==> src/rtl/mem_port_arbiter.sv <==
// Shares one single-ported memory between the instruction-fetch and data ports.
// One transaction in flight, data-first priority with a fetch anti-starvation counter.
module mem_port_arbiter #(
  parameter int ADDR_W     = 32,
  parameter int DATA_W     = 32,
  parameter int FAIR_LIMIT = 4
) (
  input  logic                clk,
  input  logic                rst,
  input  logic                if_req,
  input  logic [ADDR_W-1:0]   if_addr,
  output logic [DATA_W-1:0]   if_rdata,
  output logic                if_valid,
  output logic                if_busy,
  input  logic                dm_req,
  input  logic                dm_we,
  input  logic [ADDR_W-1:0]   dm_addr,
  input  logic [DATA_W-1:0]   dm_wdata,
  input  logic [DATA_W/8-1:0] dm_wstrb,
  output logic [DATA_W-1:0]   dm_rdata,
  output logic                dm_valid,
  output logic                dm_busy,
  output logic                mem_req,
  output logic                mem_we,
  output logic [ADDR_W-1:0]   mem_addr,
  output logic [DATA_W-1:0]   mem_wdata,
  output logic [DATA_W/8-1:0] mem_wstrb,
  input  logic                mem_gnt,
  input  logic                mem_rvalid,
  input  logic [DATA_W-1:0]   mem_rdata
);

  localparam int STRB_W = DATA_W / 8;
  localparam int CNT_W  = $clog2(FAIR_LIMIT + 1);
  localparam logic [CNT_W-1:0] FAIR_MAX = CNT_W'(FAIR_LIMIT);

  typedef enum logic [1:0] {IDLE, ISSUE, WAIT} state_t;

  state_t              state_reg, state_next;
  logic                owner_reg, owner_next;  // 1 = data port owns the transaction
  logic                mem_req_reg, mem_req_next;
  logic                mem_we_reg, mem_we_next;
  logic [ADDR_W-1:0]   mem_addr_reg, mem_addr_next;
  logic [DATA_W-1:0]   mem_wdata_reg, mem_wdata_next;
  logic [STRB_W-1:0]   mem_wstrb_reg, mem_wstrb_next;
  logic                if_valid_reg, if_valid_next;
  logic                dm_valid_reg, dm_valid_next;
  logic [DATA_W-1:0]   if_rdata_reg, if_rdata_next;
  logic [DATA_W-1:0]   dm_rdata_reg, dm_rdata_next;
  logic [CNT_W-1:0]    fair_cnt_reg, fair_cnt_next;
  logic                if_elig, dm_elig;

  // A port whose valid is pulsing this cycle must not be re-granted on the same request.
  assign if_elig = if_req & ~if_valid_reg;
  assign dm_elig = dm_req & ~dm_valid_reg;

  always_comb begin
    state_next     = state_reg;
    owner_next     = owner_reg;
    mem_req_next   = mem_req_reg;
    mem_we_next    = mem_we_reg;
    mem_addr_next  = mem_addr_reg;
    mem_wdata_next = mem_wdata_reg;
    mem_wstrb_next = mem_wstrb_reg;
    if_rdata_next  = if_rdata_reg;
    dm_rdata_next  = dm_rdata_reg;
    fair_cnt_next  = fair_cnt_reg;
    if_valid_next  = 1'b0;
    dm_valid_next  = 1'b0;
    case (state_reg)
      IDLE: begin
        if (dm_elig && (!if_elig || fair_cnt_reg != FAIR_MAX)) begin
          state_next     = ISSUE;
          owner_next     = 1'b1;
          mem_req_next   = 1'b1;
          mem_we_next    = dm_we;
          mem_addr_next  = dm_addr;
          mem_wdata_next = dm_wdata;
          mem_wstrb_next = dm_wstrb;
          if (if_elig && fair_cnt_reg != FAIR_MAX)
            fair_cnt_next = fair_cnt_reg + CNT_W'(1);
        end else if (if_elig) begin
          state_next     = ISSUE;
          owner_next     = 1'b0;
          mem_req_next   = 1'b1;
          mem_we_next    = 1'b0;
          mem_addr_next  = if_addr;
          mem_wdata_next = '0;
          mem_wstrb_next = '0;
          fair_cnt_next  = '0;
        end
      end
      ISSUE: begin
        // Any response during the grant cycle is a memory protocol violation and is ignored.
        if (mem_gnt) begin
          state_next   = WAIT;
          mem_req_next = 1'b0;
        end
      end
      WAIT: begin
        if (mem_rvalid) begin
          state_next = IDLE;
          if (owner_reg) begin
            dm_rdata_next = mem_rdata;
            dm_valid_next = 1'b1;
          end else begin
            if_rdata_next = mem_rdata;
            if_valid_next = 1'b1;
          end
        end
      end
      default: state_next = IDLE;
    endcase
  end

  always_ff @(posedge clk) begin
    if (rst) begin
      state_reg     <= IDLE;
      owner_reg     <= 1'b0;
      mem_req_reg   <= 1'b0;
      mem_we_reg    <= 1'b0;
      mem_addr_reg  <= '0;
      mem_wdata_reg <= '0;
      mem_wstrb_reg <= '0;
      if_valid_reg  <= 1'b0;
      dm_valid_reg  <= 1'b0;
      if_rdata_reg  <= '0;
      dm_rdata_reg  <= '0;
      fair_cnt_reg  <= '0;
    end else begin
      state_reg     <= state_next;
      owner_reg     <= owner_next;
      mem_req_reg   <= mem_req_next;
      mem_we_reg    <= mem_we_next;
      mem_addr_reg  <= mem_addr_next;
      mem_wdata_reg <= mem_wdata_next;
      mem_wstrb_reg <= mem_wstrb_next;
      if_valid_reg  <= if_valid_next;
      dm_valid_reg  <= dm_valid_next;
      if_rdata_reg  <= if_rdata_next;
      dm_rdata_reg  <= dm_rdata_next;
      fair_cnt_reg  <= fair_cnt_next;
    end
  end

  assign mem_req   = mem_req_reg;
  assign mem_we    = mem_we_reg;
  assign mem_addr  = mem_addr_reg;
  assign mem_wdata = mem_wdata_reg;
  assign mem_wstrb = mem_wstrb_reg;
  assign if_valid  = if_valid_reg;
  assign dm_valid  = dm_valid_reg;
  assign if_rdata  = if_rdata_reg;
  assign dm_rdata  = dm_rdata_reg;
  assign if_busy   = if_req & ~if_valid_reg;
  assign dm_busy   = dm_req & ~dm_valid_reg;

endmodule

==> config.mk <==
export PLATFORM = sky130hd
export DESIGN_NAME = mem_port_arbiter
export DESIGN_NICKNAME = d
export VERILOG_FILES = /design/src/rtl/mem_port_arbiter.sv
export SDC_FILE = /design/constraint.sdc
export NUM_CORES = 1
export LEC_CHECK = 0
export BUFFER_PORTS_ARGS = -buffer_cell sky130_fd_sc_hd__buf_2
export CORE_ASPECT_RATIO = 2
export CORE_MARGIN = 5
export CORE_UTILIZATION = 49
export DETAILED_ROUTE_END_ITERATION = 8
export GPL_TIMING_DRIVEN = 0
export PLACE_DENSITY = 0.85
export SLEW_MARGIN = 20
export SYNTH_ARGS = -nofsm -noshare
export SYNTH_HDL_FRONTEND = slang
export SYNTH_SLANG_ARGS = --single-unit
==> constraint.sdc <==
create_clock -name clk -period 3.5 [get_ports clk]
set_clock_uncertainty 0.2 [all_clocks]
set_input_delay 0.175 -clock clk [delete_from_list [all_inputs] [get_ports clk]]
set_output_delay 0.175 -clock clk [all_outputs]
set_load 0.005 [all_outputs]
# Yosys cells after proc, flatten, opt, wreduce, memory -nomap -nowiden
# Cells that the tools add are included.
# word_totals
reg_bits,142
in_bits,139
out_inout_bits,138
word_cells,64
# classes
addsub,1
eq_ne,7
n_mux,23
bitwise,7
reduce_logical,14
# op_table
operator,count
$mux W32,4
$reduce_and A3 Y1,5
$mux W3,3
$mux W1,8
$mux W2,4
$mux W4,2
$ne A3 B3 Y1 const B,2
$pmux W2 S3,1
$not A1 Y1,5
$ne A2 B2 Y1 const B,2
$reduce_bool A2 Y1,2
$add A3 B1 Y3 const B,1
$reduce_or A3 Y1,1
$and A1 B1 Y1,2
$eq A2 B1 Y1 const B,1
$eq A2 B2 Y1 const B,1
$logic_and A1 B1 Y1,2
$logic_not A2 Y1,1
$ne A2 B1 Y1 const B,1
$pmux W1 S2,1
$reduce_and A2 Y1,1
$logic_not A1 Y1,1
$logic_or A1 B1 Y1,1

# Longest topological paths before layout
# depth
ltp_word,7
ltp_mapped,8

# Worst setup path before layout
# Ideal clock, no wire load.
# synth_timing
kind,register to register
from,register fair_cnt_reg[0]
to,"register mem_wdata_reg[0], in the netlist mem_wdata[0]"
setup_time_ns,0.128
arrival_time_ns,1.335
setup_slack_ns,1.837
stages_incl_launch_ff,9
n_path_buf,2
path_cell_list,dfxtp_1 -> inv_1 -> ha_1 -> nand4b_1 -> and3_1 -> buf_2 -> buf_4 -> a22oi_1 -> nor2_1
# synth_between
elab_chain_len,5
word_cells_on_any_way,6
# synth_lines
item,line_no,text
from (decl),50,"logic [CNT_W-1:0] fair_cnt_reg, fair_cnt_next;"
from (signal assigned),142,fair_cnt_reg <= fair_cnt_next;
$ne A3 B3 Y1 (*),72,if (dm_elig && (!if_elig || fair_cnt_reg != FAIR_MAX)) begin
$logic_or A1 B1 Y1 (*),72,
$logic_and A1 B1 Y1 (*),72,
$reduce_bool A2 Y1 (no line),n/a,
$reduce_and A2 Y1 (no line),n/a,
to (signal assigned),136,mem_wdata_reg <= mem_wdata_next;
to (decl),44,"logic [DATA_W-1:0] mem_wdata_reg, mem_wdata_next;"
# Mark *: on every way between the ends. The rest lies on a longest branch, timed or not.
# A chain may end at the register's enable or synchronous reset.

# Final worst setup path
# layout_timing
from,register fair_cnt_reg[0]
to,"register mem_addr_reg[12], in the netlist mem_addr[12]"
# layout_between
elab_chain_len,5
word_cells_on_any_way,6
# layout_lines
item,line_no,text
$ne A3 B3 Y1 (*),72,
$logic_or A1 B1 Y1 (*),72,
$logic_and A1 B1 Y1 (*),72,
$reduce_bool A2 Y1 (no line),n/a,
$reduce_and A2 Y1 (no line),n/a,
to (signal assigned),135,mem_addr_reg <= mem_addr_next;
to (decl),43,"logic [ADDR_W-1:0] mem_addr_reg, mem_addr_next;"
# Marks and branches as above.

==> run summary <==
The sort of element at the start of the critical path is a register. The run finished with clean final reports. The endpoint type of the worst setup path is a register.

Setup slack on the critical path of the routed design comes to 658 ps. After global routing the overflow that remains totals 0. Across the run, the number of max-cap violations was 0.

The maximum number of buffers from clock root to sink came out at 2. The tools report the level count of the clock H-tree as 4. The clock edge transition at the registers on the reported setup and hold paths was 60 ps; the maximum fanout encountered on the critical timing path was 10. TritonCTS built the clock tree.

The library cells used most frequently in the layout, excluding fill and tap cells, are buf_2 (295), nand2_1 (167), dfxtp_1 (142), dlygate4sd3_1 (135), a21oi_1 (103). Ratio of cells with drive above 1 in the final layout: 34.6%. Met1 usage: 35.4%.

The logs give 582 for the number of filler instances in the final layout and 2250 um2 for the multi-input gate area in the final layout. The analysis attributes to cell leakage a power of 0.00413 uW. The CTS sink count was 142. The tools report the number of buffers added for setup after CTS as 0. The overall die width works out to 84.3 um. In this run, the number of DRC markers left after iteration 0 of detailed routing was 558.

At the worst endpoint, the required time is 3650 ps. The total power divided by cell area is 500 nW/um2, and the slew of the pin with the lowest slew margin is 767 ps. The placer's final routability congestion estimate was 0.872; the worst slack after detailed placement was 1540 ps. The data arrival time of the worst path was 2990 ps.

The distinct cell type count after synthesis was 28. Leaving out fill and tap cells, the most frequent cell in the layout is buf_2. The worst setup path is of the register to register kind. The count of buffers added on input and output ports is 275.

The layout overhead on the synthesized area was 65.8%. Final standard cell area without fillers: 8960 um2. Dividing the detail-routed wire length by the instance count gives 20.1 um.

The number of nets handed over by synthesis was 773. Top cell type's share of synthesized area: 52.6%. The logs give 10900 um2 for the core area and 277 for the number of top-level pins. The detailed placer's ending HPWL was 13600 um. Dividing the final minimum period by the clock period gives 81.2%. The final route contains 6814 vias.

The overall die height works out to 159 um. Global routing consumed, on the met3 layer, 9.99% of the routing resources. The run gives 1202 as the layout net count. The final number of max-transition violations is 0. Busiest layer in global routing: met2. The run gives 135 as the cts-stage hold buffer count. Placement row count: 54.

Initial antenna violation count: 3. The effective utilization at floorplan came out at 49.7%. The flip-flop and latch count after synthesis was 142; the global-route usage over all layers was 36.2%. Summed over all layers, the routed wires come to 24500 um.

The tools report the number of global-route vias before repair as 7174. Setup violations remaining at the end of the flow were counted as 0. For this run, global-route usage on met2 was measured as 65.4%. For this run, the detailed router's first-pass iteration total came to 5.

The tools report the worst relative slew slack as 48.9%. Summing all placed instances gives a cell area of 6950 um2. Worst hold path class: input pin to register.

Netlist area before placement: 5400 um2. Part of the Yosys area used for sequential elements: 52.6%. Summed negative setup slack over all endpoints: 0 ps. The first-pass GRT wire length was 37800 um; the remaining routing DRC violations was 0. The average cell area after synthesis was 8.55 um2.

The number of buffers created by CTS is 17. Across the whole layout, storage elements account for 2840 um2. The maximum achievable frequency came out at 352 MHz. The Yosys step of the flow raised 0 warnings. The die covers 13400 um2.

The run gives 0 as the count of instances resized after the clock tree is built. The count of nets left with antenna violations once routing finished came out at 0. IR analysis of the VDD net gives a maximum drop of 469 uV. The run gives 632 as the synthesized instance count. Yosys attributes the largest share of cell area to dfxtp_1 (53%), nand2_1 (12%), a21oi_1 (9.5%).

The final core utilization came out at 82.3%. Setup repair after global routing left no endpoint under its margin. Library cell with the largest summed area after synthesis: dfxtp_1. The run gives 0 as the total count of hold-check failures in the final report. The clock latency on the worst-skew pair was 420 ps. The cell chosen for the clock root is clkbuf_16. Largest net degree at the start of global routing: 17. Using the TritonRoute via totals, the vias-per-cell ratio works out to 5.59. Counting I/O delays and the setup requirement, the final critical path takes 2840 ps.
[cell usage after synthesis, drive strengths merged]
library cell and count:
ha 2, nand4b 1, nor2 76, o21ai 2, nand3b 2, or2 1, a21oi 103, nand2 167
nand2b 1, and2 1, buf 33, or3 2, nand4 1, and3 1, dfxtp 142, nor3b 1
nor2b 2, or3b 1, a211oi 32, a22oi 37, o21a 1, inv 3, clkbuf 20
[routing by layer]
metal / part of all wire, % / vias up
met5: 0 / -
met4: 7.1 / 0
met3: 7.4 / 146
met2: 53 / 457
met1: 32 / 3224
li1: - / 2987
[worst paths after layout]
kind,from,endpoint,slack [ps],cells past startpoint
worst max-delay path,fair_cnt_reg[0],mem_addr[12],660,8
worst min-delay path,if_req,fair_cnt_reg[1],150,5
worst max register to register,fair_cnt_reg[0],mem_addr[12],660,8
worst min register to register,if_rdata[21],if_rdata[21],250,2
[where the power goes]
part | internal (uW) | switching, uW
Sequential | 1700 | 58.1
Clock | 1240 | 736
Combinational | 366 | 378
[metrics by stage]
stage	instances	hold slack (ps)	total power [uW]
finish	1219	150	4480
global route	1218	151	4620
CTS	1214	107	4400
detailed placement	1047	232	2320
global placement	1047	220	2300
floorplan	632	111	2070
[layout make-up]
cell class | count | share of cell area [%]
Multi-Input combinational cell | 434 | 25.2
Clock inverter | 11 | 1.98
Antenna cell | 5 | 0.140
Timing Repair Buffer | 410 | 30.5
Clock buffer | 21 | 5.14
Buffer | 53 | 3.30
Inverter | 3 | 0.126
Tap cell | 140 | 1.96
Sequential cell | 142 | 31.7
[critical path: stages, from the launching register on]
cell and delay, ps:
dfxtp_1 340, inv_1 60, ha_1 170, nand4b_1 150
nand2_1 240, clkbuf_1 410, nand2_1 220, a211oi_2 340
dlygate4sd3_1 640
[cell families after synthesis]
logic type | count (synthesis) | share of synthesized area (%)
simple gates | 257 | 18.8
compound gates | 175 | 22.4
flops | 142 | 52.6
buf+inv | 56 | 5.67
fa+ha+maj | 2 | 0.463
(Power assumes the default switching activity.)
